===== src/rtl/instr_fetch_pkg.sv =====
// Shared fetch-stage types and constants: FSM encodings, the nop word, the
// opcode/funct slice positions used by decode, and the branch target helper.
// Ports: none (package).
package instr_fetch_pkg;

   typedef enum logic [0:0] {
      FETCH_ST_RUN   = 1'b0,
      FETCH_ST_DRAIN = 1'b1
   } fetch_state_e;

   localparam logic [31:0] INSTR_NOP = 32'h0000_0000;   // sll $0,$0,0

   localparam int OPCODE_MSB = 31;
   localparam int OPCODE_LSB = 26;
   localparam int FUNCT_MSB  = 5;
   localparam int FUNCT_LSB  = 0;

   // Wide enough to count 0..8 buffer entries / outstanding reads.
   localparam int CNT_W = 4;

   typedef struct packed {
      logic [31:0] pc;
      logic [31:0] instr;
   } fetch_entry_t;

   // beq-style target: pc + 4 + sign-extended word offset, mod 2^32.
   function automatic logic [31:0] branch_target(input logic [31:0] pc,
                                                 input logic [15:0] imm);
      logic [31:0] t;
      t = pc + 32'd4 + {{14{imm[15]}}, imm, 2'b00};
      return {t[31:2], 2'b00};
   endfunction

endpackage


===== src/rtl/instr_fetch_fifo.sv =====
// Purpose: synchronous FIFO of {pc,instr} entries with push/pop/clear and occupancy count.
// Latency: a push is visible at the head on the following cycle (registered storage).
// Backpressure: none internal; the caller's credit scheme guarantees no push when full.
// Ports: clk/rst; push + push_dat; pop; clear (drops all entries, wins over push/pop);
//        head_dat (oldest entry, undefined when count==0); count (entries held).
module instr_fetch_fifo
   import instr_fetch_pkg::*;
#(
   parameter int DEPTH = 2
) (
   input  logic             clk,
   input  logic             rst,
   input  logic             push,
   input  fetch_entry_t     push_dat,
   input  logic             pop,
   input  logic             clear,
   output fetch_entry_t     head_dat,
   output logic [CNT_W-1:0] count
);

   localparam int PTR_W = (DEPTH > 1) ? $clog2(DEPTH) : 1;

   fetch_entry_t     mem_q [DEPTH];
   logic [PTR_W-1:0] wr_ptr_q, wr_ptr_d;
   logic [PTR_W-1:0] rd_ptr_q, rd_ptr_d;
   logic [CNT_W-1:0] count_q, count_d;

   // Pointers wrap at DEPTH, which need not be a power of two.
   function automatic logic [PTR_W-1:0] ptr_inc(input logic [PTR_W-1:0] p);
      return (p == PTR_W'(DEPTH - 1)) ? '0 : p + 1'b1;
   endfunction

   always_comb begin
      wr_ptr_d = wr_ptr_q;
      rd_ptr_d = rd_ptr_q;
      count_d  = count_q;
      if (clear) begin
         wr_ptr_d = '0;
         rd_ptr_d = '0;
         count_d  = '0;
      end else begin
         if (push) wr_ptr_d = ptr_inc(wr_ptr_q);
         if (pop)  rd_ptr_d = ptr_inc(rd_ptr_q);
         count_d = count_q + CNT_W'(push) - CNT_W'(pop);
      end
   end

   always_ff @(posedge clk or posedge rst) begin
      if (rst) begin
         wr_ptr_q <= '0;
         rd_ptr_q <= '0;
         count_q  <= '0;
      end else begin
         wr_ptr_q <= wr_ptr_d;
         rd_ptr_q <= rd_ptr_d;
         count_q  <= count_d;
      end
   end

   // Storage needs no reset: the head is only looked at when count is non-zero.
   always_ff @(posedge clk) begin
      if (push && !clear) mem_q[wr_ptr_q] <= push_dat;
   end

   assign head_dat = mem_q[rd_ptr_q];
   assign count    = count_q;

endmodule


===== src/rtl/instr_fetch.sv =====
// Purpose: MIPS fetch stage - owns the PC, issues in-order imem reads, buffers words for decode.
// Latency: request accepted at N, response at N+k -> instr_valid at N+k+1.
// Backpressure: stall holds the head; requests stop once buffered + outstanding reaches FIFO_DEPTH.
// Ports: clk, rst (async, active high); imem_req_* (valid/ready/addr) and imem_rsp_* (valid/data)
//        to instruction memory; instr_valid/instr/instr_pc/opcode/funct to decode; stall,
//        redirect_valid, redirect_imm from control; perf_fetched/perf_squashed counters.
// Build option: define FETCH_PERF_EN to build the perf counters; otherwise perf_* read 0.
module instr_fetch
   import instr_fetch_pkg::*;
#(
   parameter logic [31:0] RESET_PC   = 32'h0000_0000,
   parameter int          FIFO_DEPTH = 2
) (
   input  logic        clk,
   input  logic        rst,
   output logic        imem_req_valid,
   input  logic        imem_req_ready,
   output logic [31:0] imem_req_addr,
   input  logic        imem_rsp_valid,
   input  logic [31:0] imem_rsp_data,
   output logic        instr_valid,
   output logic [31:0] instr,
   output logic [31:0] instr_pc,
   output logic [5:0]  opcode,
   output logic [5:0]  funct,
   input  logic        stall,
   input  logic        redirect_valid,
   input  logic [15:0] redirect_imm,
   output logic [31:0] perf_fetched,
   output logic [31:0] perf_squashed
);

   fetch_state_e     state_q, state_d;
   logic [31:0]      pc_q, pc_d;
   logic [CNT_W-1:0] out_q, out_d;

   logic [CNT_W-1:0] fifo_cnt;
   fetch_entry_t     head;
   fetch_entry_t     push_dat;
   logic             head_vld;
   logic             consume, fire, req_vld, accept;
   logic             push, pop;
   logic [31:0]      rsp_pc;

   always_comb begin
      head_vld = (fifo_cnt != '0);
      consume  = head_vld & ~stall;
      fire     = consume & redirect_valid;

      // Credit check covers both buffered words and reads still in flight, so a
      // response can never find the FIFO full. Masked on fire so no request for
      // the wrong path can be accepted on a redirect cycle.
      req_vld = ~rst & (state_q == FETCH_ST_RUN) & ~fire &
                (({1'b0, fifo_cnt} + {1'b0, out_q}) < (CNT_W + 1)'(FIFO_DEPTH));
      accept  = req_vld & imem_req_ready;

      // Requests in flight are consecutive words ending just below pc_q, so the
      // oldest one (the one answering now) sits out_q words back.
      rsp_pc = pc_q - {{(30 - CNT_W){1'b0}}, out_q, 2'b00};

      push           = imem_rsp_valid & (state_q == FETCH_ST_RUN) & ~fire;
      push_dat.pc    = rsp_pc;
      push_dat.instr = imem_rsp_data;
      pop            = consume & ~fire;

      out_d = out_q + CNT_W'(accept) - CNT_W'(imem_rsp_valid);

      pc_d = pc_q;
      if (fire)        pc_d = branch_target(head.pc, redirect_imm);
      else if (accept) pc_d = pc_q + 32'd4;

      state_d = state_q;
      case (state_q)
         FETCH_ST_RUN:   if (fire && (out_d != '0)) state_d = FETCH_ST_DRAIN;
         FETCH_ST_DRAIN: if (out_d == '0)           state_d = FETCH_ST_RUN;
         default:                                   state_d = FETCH_ST_RUN;
      endcase
   end

   always_ff @(posedge clk or posedge rst) begin
      if (rst) begin
         state_q <= FETCH_ST_RUN;
         pc_q    <= RESET_PC;
         out_q   <= '0;
      end else begin
         state_q <= state_d;
         pc_q    <= pc_d;
         out_q   <= out_d;
      end
   end

   instr_fetch_fifo #(
      .DEPTH (FIFO_DEPTH)
   ) u_fifo (
      .clk      (clk),
      .rst      (rst),
      .push     (push),
      .push_dat (push_dat),
      .pop      (pop),
      .clear    (fire),
      .head_dat (head),
      .count    (fifo_cnt)
   );

   assign imem_req_valid = req_vld;
   assign imem_req_addr  = req_vld ? pc_q : 32'h0;
   assign instr_valid    = head_vld;
   assign instr          = head_vld ? head.instr : INSTR_NOP;
   assign instr_pc       = head_vld ? head.pc : 32'h0;
   assign opcode         = instr[OPCODE_MSB:OPCODE_LSB];
   assign funct          = instr[FUNCT_MSB:FUNCT_LSB];

`ifdef FETCH_PERF_EN
   logic [31:0] perf_fetched_q, perf_fetched_d;
   logic [31:0] perf_squashed_q, perf_squashed_d;
   logic        rsp_drop;

   // The head of a fire is the branch itself and counts as fetched; only the
   // words behind it are squashed, along with any response that is not pushed.
   always_comb begin
      rsp_drop        = imem_rsp_valid & ~push;
      perf_fetched_d  = perf_fetched_q + 32'(consume);
      perf_squashed_d = perf_squashed_q + 32'(rsp_drop);
      if (fire) perf_squashed_d = perf_squashed_d + 32'(fifo_cnt) - 32'd1;
   end

   always_ff @(posedge clk or posedge rst) begin
      if (rst) begin
         perf_fetched_q  <= '0;
         perf_squashed_q <= '0;
      end else begin
         perf_fetched_q  <= perf_fetched_d;
         perf_squashed_q <= perf_squashed_d;
      end
   end

   assign perf_fetched  = perf_fetched_q;
   assign perf_squashed = perf_squashed_q;
`else
   assign perf_fetched  = 32'h0;
   assign perf_squashed = 32'h0;
`endif

endmodule

===== config.mk =====
export PLATFORM = sky130hd
export DESIGN_NAME = instr_fetch
export DESIGN_NICKNAME = d
export VERILOG_FILES = /design/src/rtl/instr_fetch_pkg.sv /design/src/rtl/instr_fetch_fifo.sv /design/src/rtl/instr_fetch.sv
export SDC_FILE = /design/constraint.sdc
export NUM_CORES = 1
export LEC_CHECK = 0
export CORE_UTILIZATION = 52
export DETAILED_ROUTE_END_ITERATION = 16
export PLACE_DENSITY = 0.83
export RECOVER_POWER = 100
export SYNTH_ARGS = -nofsm -noshare
export SYNTH_HDL_FRONTEND = slang
export SYNTH_SLANG_ARGS = --single-unit
export TNS_END_PERCENT = 5

===== constraint.sdc =====
create_clock -name clk -period 5.1 [get_ports clk]
set_input_delay 1.02 -clock clk [delete_from_list [all_inputs] [get_ports clk]]
set_output_delay 1.02 -clock clk [all_outputs]
set_load 0.01 [all_outputs]

==> impl_metrics.toml, run 1 <==
[drt]
detail_route.first_pass.iterations = 5
dr_total_vias = 7781
drtAntennaViolNets = 0
drt_wl_total_um = 25200
drt_iter0_markers = 493
drc = 0
wl_per_cell_um = 17.8
viasPerCell = 5.50

[run_status]
violations = "capacitance limit, slew limit"
status = "finished with violations"

[clocking]
numCtsBuffers = 17
cts_setup_buffers = 0
cts_tree = "done"
hold_buffers = 0
clk_latency_ns = 0.44
root_buffer = "clkbuf_16"
cts.clk_slew.worst_paths_ns = 0.07
cts.sinks = 165
ctsResizeCount = 0
cts_max_level = 4
cts_max_path_buffers = 2

[finish]
layout_common_cells = "edfxtp_1 (124), dlygate4sd3_1 (108), ha_1 (74), nor2_1 (73), conb_1 (68)"
fin_area_mm2 = 0.0126
final_cell_count_no_fill = 1416
nets = 1269
area_growth_pct = 18.9
fin_util_pct = 63.9
layout_commonest_cell = "edfxtp_1"
num-fill-cells = 1583
drive_gt1_share_pct = 5.22

[power]
powerDensity_mw_per_mm2 = 575
max-vdd-ir-drop_mv = 0.312
leakage_nw = 5.13

[placement]
place_congestion = 0.861
port_buffers = 159
dp_hpwl_um = 18300
place_area_mm2 = 0.0121
place_inst = 1382

[synthesis]
synthXorXnorAreaFrac_pct = 6.61
synth_edf_count = 124
synth_top_area_cell = "edfxtp_1"
synth_top_area_share_pct = 35.1
synth.top_cells.by_area = "edfxtp_1 (35%), dfrtp_1 (9.7%), ha_1 (8.7%), buf_4 (5.7%), xnor2_1 (4.0%)"
synthMuxAreaShare_pct = 6.37
ys_ff_latch = 165
synth.distinct_cells = 64
syn_inst = 1007
synthFlopType = "edfxtp_1"
synth_top_family_by_area = "simple AND/OR/NAND/NOR gates"
avgSynthCellArea_um2 = 10.5
yosys.area_share.simple_pct = 15.5
synth-adder-area-share_pct = 9.68
yosys_warnings = 0
synth_compound_area_share_pct = 8.33
syn_area_mm2 = 0.0106
async_flop_share_pct = 24.8
yosysSeqAreaShare_pct = 44.8

[sta]
slew_viol_final = 99
skew_ns = 0.0123
tns_ns = 0
rsz0062_at_grt = "false"
fin_crit_sh_pct = 91.9
setup_violations = 0
worstMarginPinSlew_ns = 2.36
max-slew-margin-rel_pct = -57.1
finalHoldViolCount = 0
fin_crit_ns = 4.69
max_clock_freq_ghz = 0.213

[critical_path]
crit_type = "reg -> out"
worstPathArrival_ns = 3.67
critPathMaxStageDelay_ns = 0.61
path_max_fanout = 28
required_ns = 4.08
end_kind = "primary output"
r2r_slack_ns = 0.42
path_cells = "inv_1, fa_1, nand2b_1, o31ai_1, nand3_1, clkinvlp_4, and2_1, dlygate4sd3_1"
critical_path.slowest_cell = "dlygate4sd3_1"
cp-start-kind = "flop"

[global_routing]
grt_max_degree = 53
antenna_found_initial = 2
gr-total-overflow = 0
grt_use_total_pct = 24.9
grt_pass1_vias = 7629
grt_pass1_wl_um = 39600

[floorplanning]
initial_core_util_pct = 53.8
core_mm2 = 0.0197
die_area_mm2 = 0.0210
num_rows = 51
fp.dieW_um = 145
ios = 228
dieHeight_um = 145

[flow_run]
drv_cap = 3

[min_path]
hold_class = "reg -> reg"
==> report_power, final <==
group          switching, W  total (W)  leakage (nW)  internal, W
Combinational       0.00208    0.00374          3.22      0.00166
Sequential         0.000369    0.00221          1.62      0.00185
Clock              0.000633    0.00130         0.294     0.000666
==> cell usage after synthesis (all sizes together), types with 2 or more instances <==
library cell	count
a211oi	7
a21boi	2
a21o	11
a21oi	45
a31oi	2
and2	60
and3	16
and4	3
buf	93
clkbuf	32
dfrtp	41
edfxtp	124
fa	5
ha	74
inv	38
mux2	28
mux2i	36
nand2	61
nand2b	6
nand3	23
nand4	12
nor2	73
nor2b	6
nor3	27
nor4	11
o211a	4
o211ai	2
o21a	5
o21ai	41
o21bai	7
o31ai	4
o41ai	2
or2	3
or3	5
or4	4
xnor2	49
xor2	31
==> metrics by stage <==
stage          total power, W  setup slack [ns]  hold WS [ns]
6_report              0.00725             0.412         0.590
5_1_grt               0.00776             0.135         0.609
4_1_cts               0.00741             0.287         0.580
3_5_place_dp          0.00609             0.541         0.564
3_3_place_gp          0.00599             0.587         0.533
2_1_floorplan         0.00476             0.288         0.505
==> sequential cells by signal, summed over array words and instances (netlist names) <==
| register | count |
|---|---|
| pc_q | 30 |
| u_fifo.rd_ptr_q | 1 |
| out_q | 4 |
| u_fifo.wr_ptr_q | 1 |
| u_fifo.count | 4 |
| u_fifo.mem_q | 124 |
| state_q | 1 |
==> layout make-up <==
cell class | count | area (um^2) | share of cell area (%)
repair buffers | 168 | 1640 | 13.0
well taps | 265 | 332 | 2.63
inverters | 38 | 146 | 1.16
flip-flops and latches | 165 | 4750 | 37.7
diodes | 2 | 5.00 | 0.0397
clock inverters | 15 | 188 | 1.49
clock buffers | 17 | 425 | 3.37
multi-input cells | 746 | 5120 | 40.6
==> critical path: cells and delay by family (launching register included) <==
family | cells | cell delay (ns)
buffers and inverters | 3 | 1.21
and+or+nand+nor | 3 | 0.71
adders and majority gates | 1 | 0.46
DFF | 1 | 0.44
AOI/OAI and AO/OA | 1 | 0.43
==> worst paths after layout <==
path | depth (start not counted) | endpoint | start
max in group asynchronous | 3 | pc_q[28]$_DFFE_PP0P_ | rst
setup reg to reg | 12 | pc_q[29]$_DFFE_PP0P_ | u_fifo.rd_ptr_q$_DFFE_PP0P_
setup / recovery | 8 | imem_req_addr[26] | out_q[1]$_DFF_PP0_
hold / removal | 2 | state_q$_DFF_PP0_ | state_q$_DFF_PP0_
min in group asynchronous | 3 | pc_q[4]$_DFFE_PP0P_ | rst
hold reg to reg | 2 | state_q$_DFF_PP0_ | state_q$_DFF_PP0_
==> logic make-up after synthesis <==
logic type / count (synthesis)
multiplexers: 64
XOR/XNOR: 80
AO/OA/AOI/OAI: 143
other: 1
AND/OR/NAND/NOR: 312
buffers and inverters: 163
adder cells (fa/ha/maj): 79
flip-flops: 165
==> layer usage <==
| layer | routed length [um] | vias up | global-route usage [%] |
|---|---|---|---|
| met5 | 0 | - | 0 |
| met4 | 374 | 0 | 6.26 |
| met3 | 1800 | 34 | 6.22 |
| met2 | 12200 | 308 | 42.2 |
| met1 | 10800 | 3746 | 31.6 |
| li1 | - | 3693 | - |
No activity file was read; power rests on OpenSTA's default activity.
==> run 2, diff against run 1 <==
- ABC_AREA: unset -> 1
- CORE_UTILIZATION: 52 -> 54
- PLACE_DENSITY: 0.83 -> 0.84
==> impl_metrics.toml, run 2 <==
[finish]
drive_gt1_share_pct = 5.15
n_antenna_cell = 0
fin_util_pct = 64.1
area_growth_pct = 16.7
layout_common_cells = "nand2_1 (457), inv_1 (231), nor2_1 (186), dlygate4sd3_1 (136), edfxtp_1 (124)"
final_cell_count_no_fill = 2007
top_register = "u_fifo.mem_q"
multi_input_area_mm2 = 0.00573
nets = 1847
num-fill-cells = 1871
seq_area_mm2 = 0.00475
largest_reg_flops = 124
layout_commonest_cell = "nand2_1"
reg.largest.list = "u_fifo.mem_q: 124 flops, pc_q: 30 flops"

[power]
leakage_nw = 6.92
powerDensity_mw_per_mm2 = 592
max-vdd-ir-drop_mv = 0.460

[drt]
drt_iter0_markers = 1000
drt_wl_total_um = 32500
drc = 0
drtAntennaViolNets = 0
detail_route.first_pass.iterations = 6
wl_per_cell_um = 16.2
dr_total_vias = 10570
viasPerCell = 5.27

[clocking]
cts_tree = "done"
cts_max_path_buffers = 2
cts_max_level = 4
ctsResizeCount = 0
clk_latency_ns = 0.43
hold_buffers = 0
cts.sinks = 165
cts_setup_buffers = 0
root_buffer = "clkbuf_16"
numCtsBuffers = 17
cts.clk_slew.worst_paths_ns = 0.06

[global_routing]
antenna_found_initial = 0
gr-total-overflow = 0
grt_max_degree = 63
grt_pass1_wl_um = 49900
grt_use_total_pct = 29.2
grt_pass1_vias = 9571

[min_path]
hold_class = "reg -> reg"

[sta]
max_clock_freq_ghz = 0.207
fin_crit_ns = 4.82
max-slew-margin-rel_pct = -62.7
fin_crit_sh_pct = 94.6
rsz0062_at_grt = "false"
setup_violations = 0
slew_viol_final = 175
finalHoldViolCount = 0
skew_ns = 0.00814
worstMarginPinSlew_ns = 2.44
tns_ns = 0

[synthesis]
yosys_warnings = 0
synthFlopType = "edfxtp_1"
synth_edf_count = 124
synth_commonest_cells = "nand2_1 (455), inv_1 (231), nor2_1 (184), edfxtp_1 (124), buf_4 (84)"
synth_top_area_cell = "edfxtp_1"
syn_inst = 1585
yosysSeqAreaShare_pct = 39.6
ys_ff_latch = 165
async_flop_share_pct = 24.8
avgSynthCellArea_um2 = 7.56
synth_top_area_share_pct = 31.1
synth.top_cells.by_area = "edfxtp_1 (31%), nand2_1 (14%), dfrtp_1 (8.6%), ha_1 (7.7%), inv_1 (7.2%)"
synth.most_common_cell = "nand2_1"
synth.distinct_cells = 46
syn_area_mm2 = 0.0120

[floorplanning]
die_area_mm2 = 0.0228
initial_core_util_pct = 54.9
dieHeight_um = 151
core_mm2 = 0.0218
ios = 228
num_rows = 54
fp.dieW_um = 151

[run_status]
status = "finished with violations"
violations = "capacitance limit, slew limit"

[placement]
place_inst = 1975
place_congestion = 0.993
port_buffers = 159
dp_hpwl_um = 24500

[critical_path]
cp-start-kind = "input pin"
end_kind = "flop"
r2r_slack_ns = 0.35
path_max_fanout = 44
worstPathArrival_ns = 5.12
crit_type = "in -> reg"
required_ns = 5.39

[flow_run]
drv_cap = 4
-- run 2: changes by cell type in the layout (fill, tap and decap cells not counted), sizes merged, moves of 22 or more --
cell,previous run,this run
mux2i,36,2
mux2,28,0
dlygate4sd3,108,136
xnor2,49,2
nand2,61,462
inv,42,240
and2,60,1
or2,3,31
clkdlybuf4s50,51,23
o21ai,41,63
nand3,23,77
nor2,73,192
-- run 2: worst paths after layout --
check | cells past startpoint | end | start
min in group asynchronous | 3 | u_fifo.count[2]$_DFF_PP0_ | rst
max in group asynchronous | 3 | u_fifo.rd_ptr_q$_DFFE_PP0P_ | rst
worst max register to register | 10 | pc_q[12]$_DFFE_PP0P_ | u_fifo.count[2]$_DFF_PP0_
worst min-delay path | 1 | u_fifo.wr_ptr_q$_DFFE_PP0P_ | u_fifo.wr_ptr_q$_DFFE_PP0P_
worst min register to register | 1 | u_fifo.wr_ptr_q$_DFFE_PP0P_ | u_fifo.wr_ptr_q$_DFFE_PP0P_
worst max-delay path | 7 | pc_q[12]$_DFFE_PP0P_ | stall
-- run 2: worst max-delay path, stage by stage --
cell,delay (ns)
clkdlybuf4s50_1,0.59
nor2_8,0.08
nand2_8,0.06
clkbuf_1,1.68
nand2_2,1.03
inv_2,0.49
a22oi_2,0.13
-- run 2: power by group --
group	leakage (nW)	switching, W	internal, W
logic	5.02	0.00302	0.00176
clock network	0.286	0.000555	0.000776
registers	1.61	0.000333	0.00184
total	6.92	0.00391	0.00437
-- run 2: metal layers --
layer / part of all wire, % / GRT usage (%) / vias up
met2: 47 / 47.0 / 539
met3: 8.0 / 4.88 / 71
met5: 0 / 0 / -
li1: - / - / 5091
met4: 4.4 / 12.9 / 0
met1: 41 / 38.7 / 4869
-- run 2: kinds of logic (layout without fill, tap and decap cells) --
group	Yosys count	in the layout	share of synthesized area, %
AND/OR/NAND/NOR	806	806	28.4
multiplexers	2	2	0.167
XOR/XNOR	49	49	3.58
flip-flops	165	165	39.6
AO/OA/AOI/OAI	118	118	5.22
other	1	68	0.0313
buffers and inverters	365	440	14.5
adder cells (fa/ha/maj)	79	79	8.56
-- run 2: cell type report --
cell class	instances	share of cell area [%]
Clock inverter	14	1.26
Tap cell	280	2.50
Inverter	239	6.53
Multi-Input combinational cell	1122	40.9
Clock buffer	18	3.07
Timing Repair Buffer	169	11.7
Sequential cell	165	34.0
-- run 2: stage by stage --
| step | power [W] | setup slack [ns] | cell area [um^2] | hold WS, ns |
|---|---|---|---|---|
| floorplan | 0.00537 | 0.685 | 12200 | 0.459 |
| global placement | 0.00692 | 0.857 | 13500 | 0.537 |
| detailed placement | 0.00704 | 0.700 | 13500 | 0.559 |
| CTS | 0.00842 | 0.496 | 14100 | 0.576 |
| global route | 0.00892 | 0.198 | 14000 | 0.555 |
| finish | 0.00828 | 0.275 | 14000 | 0.536 |
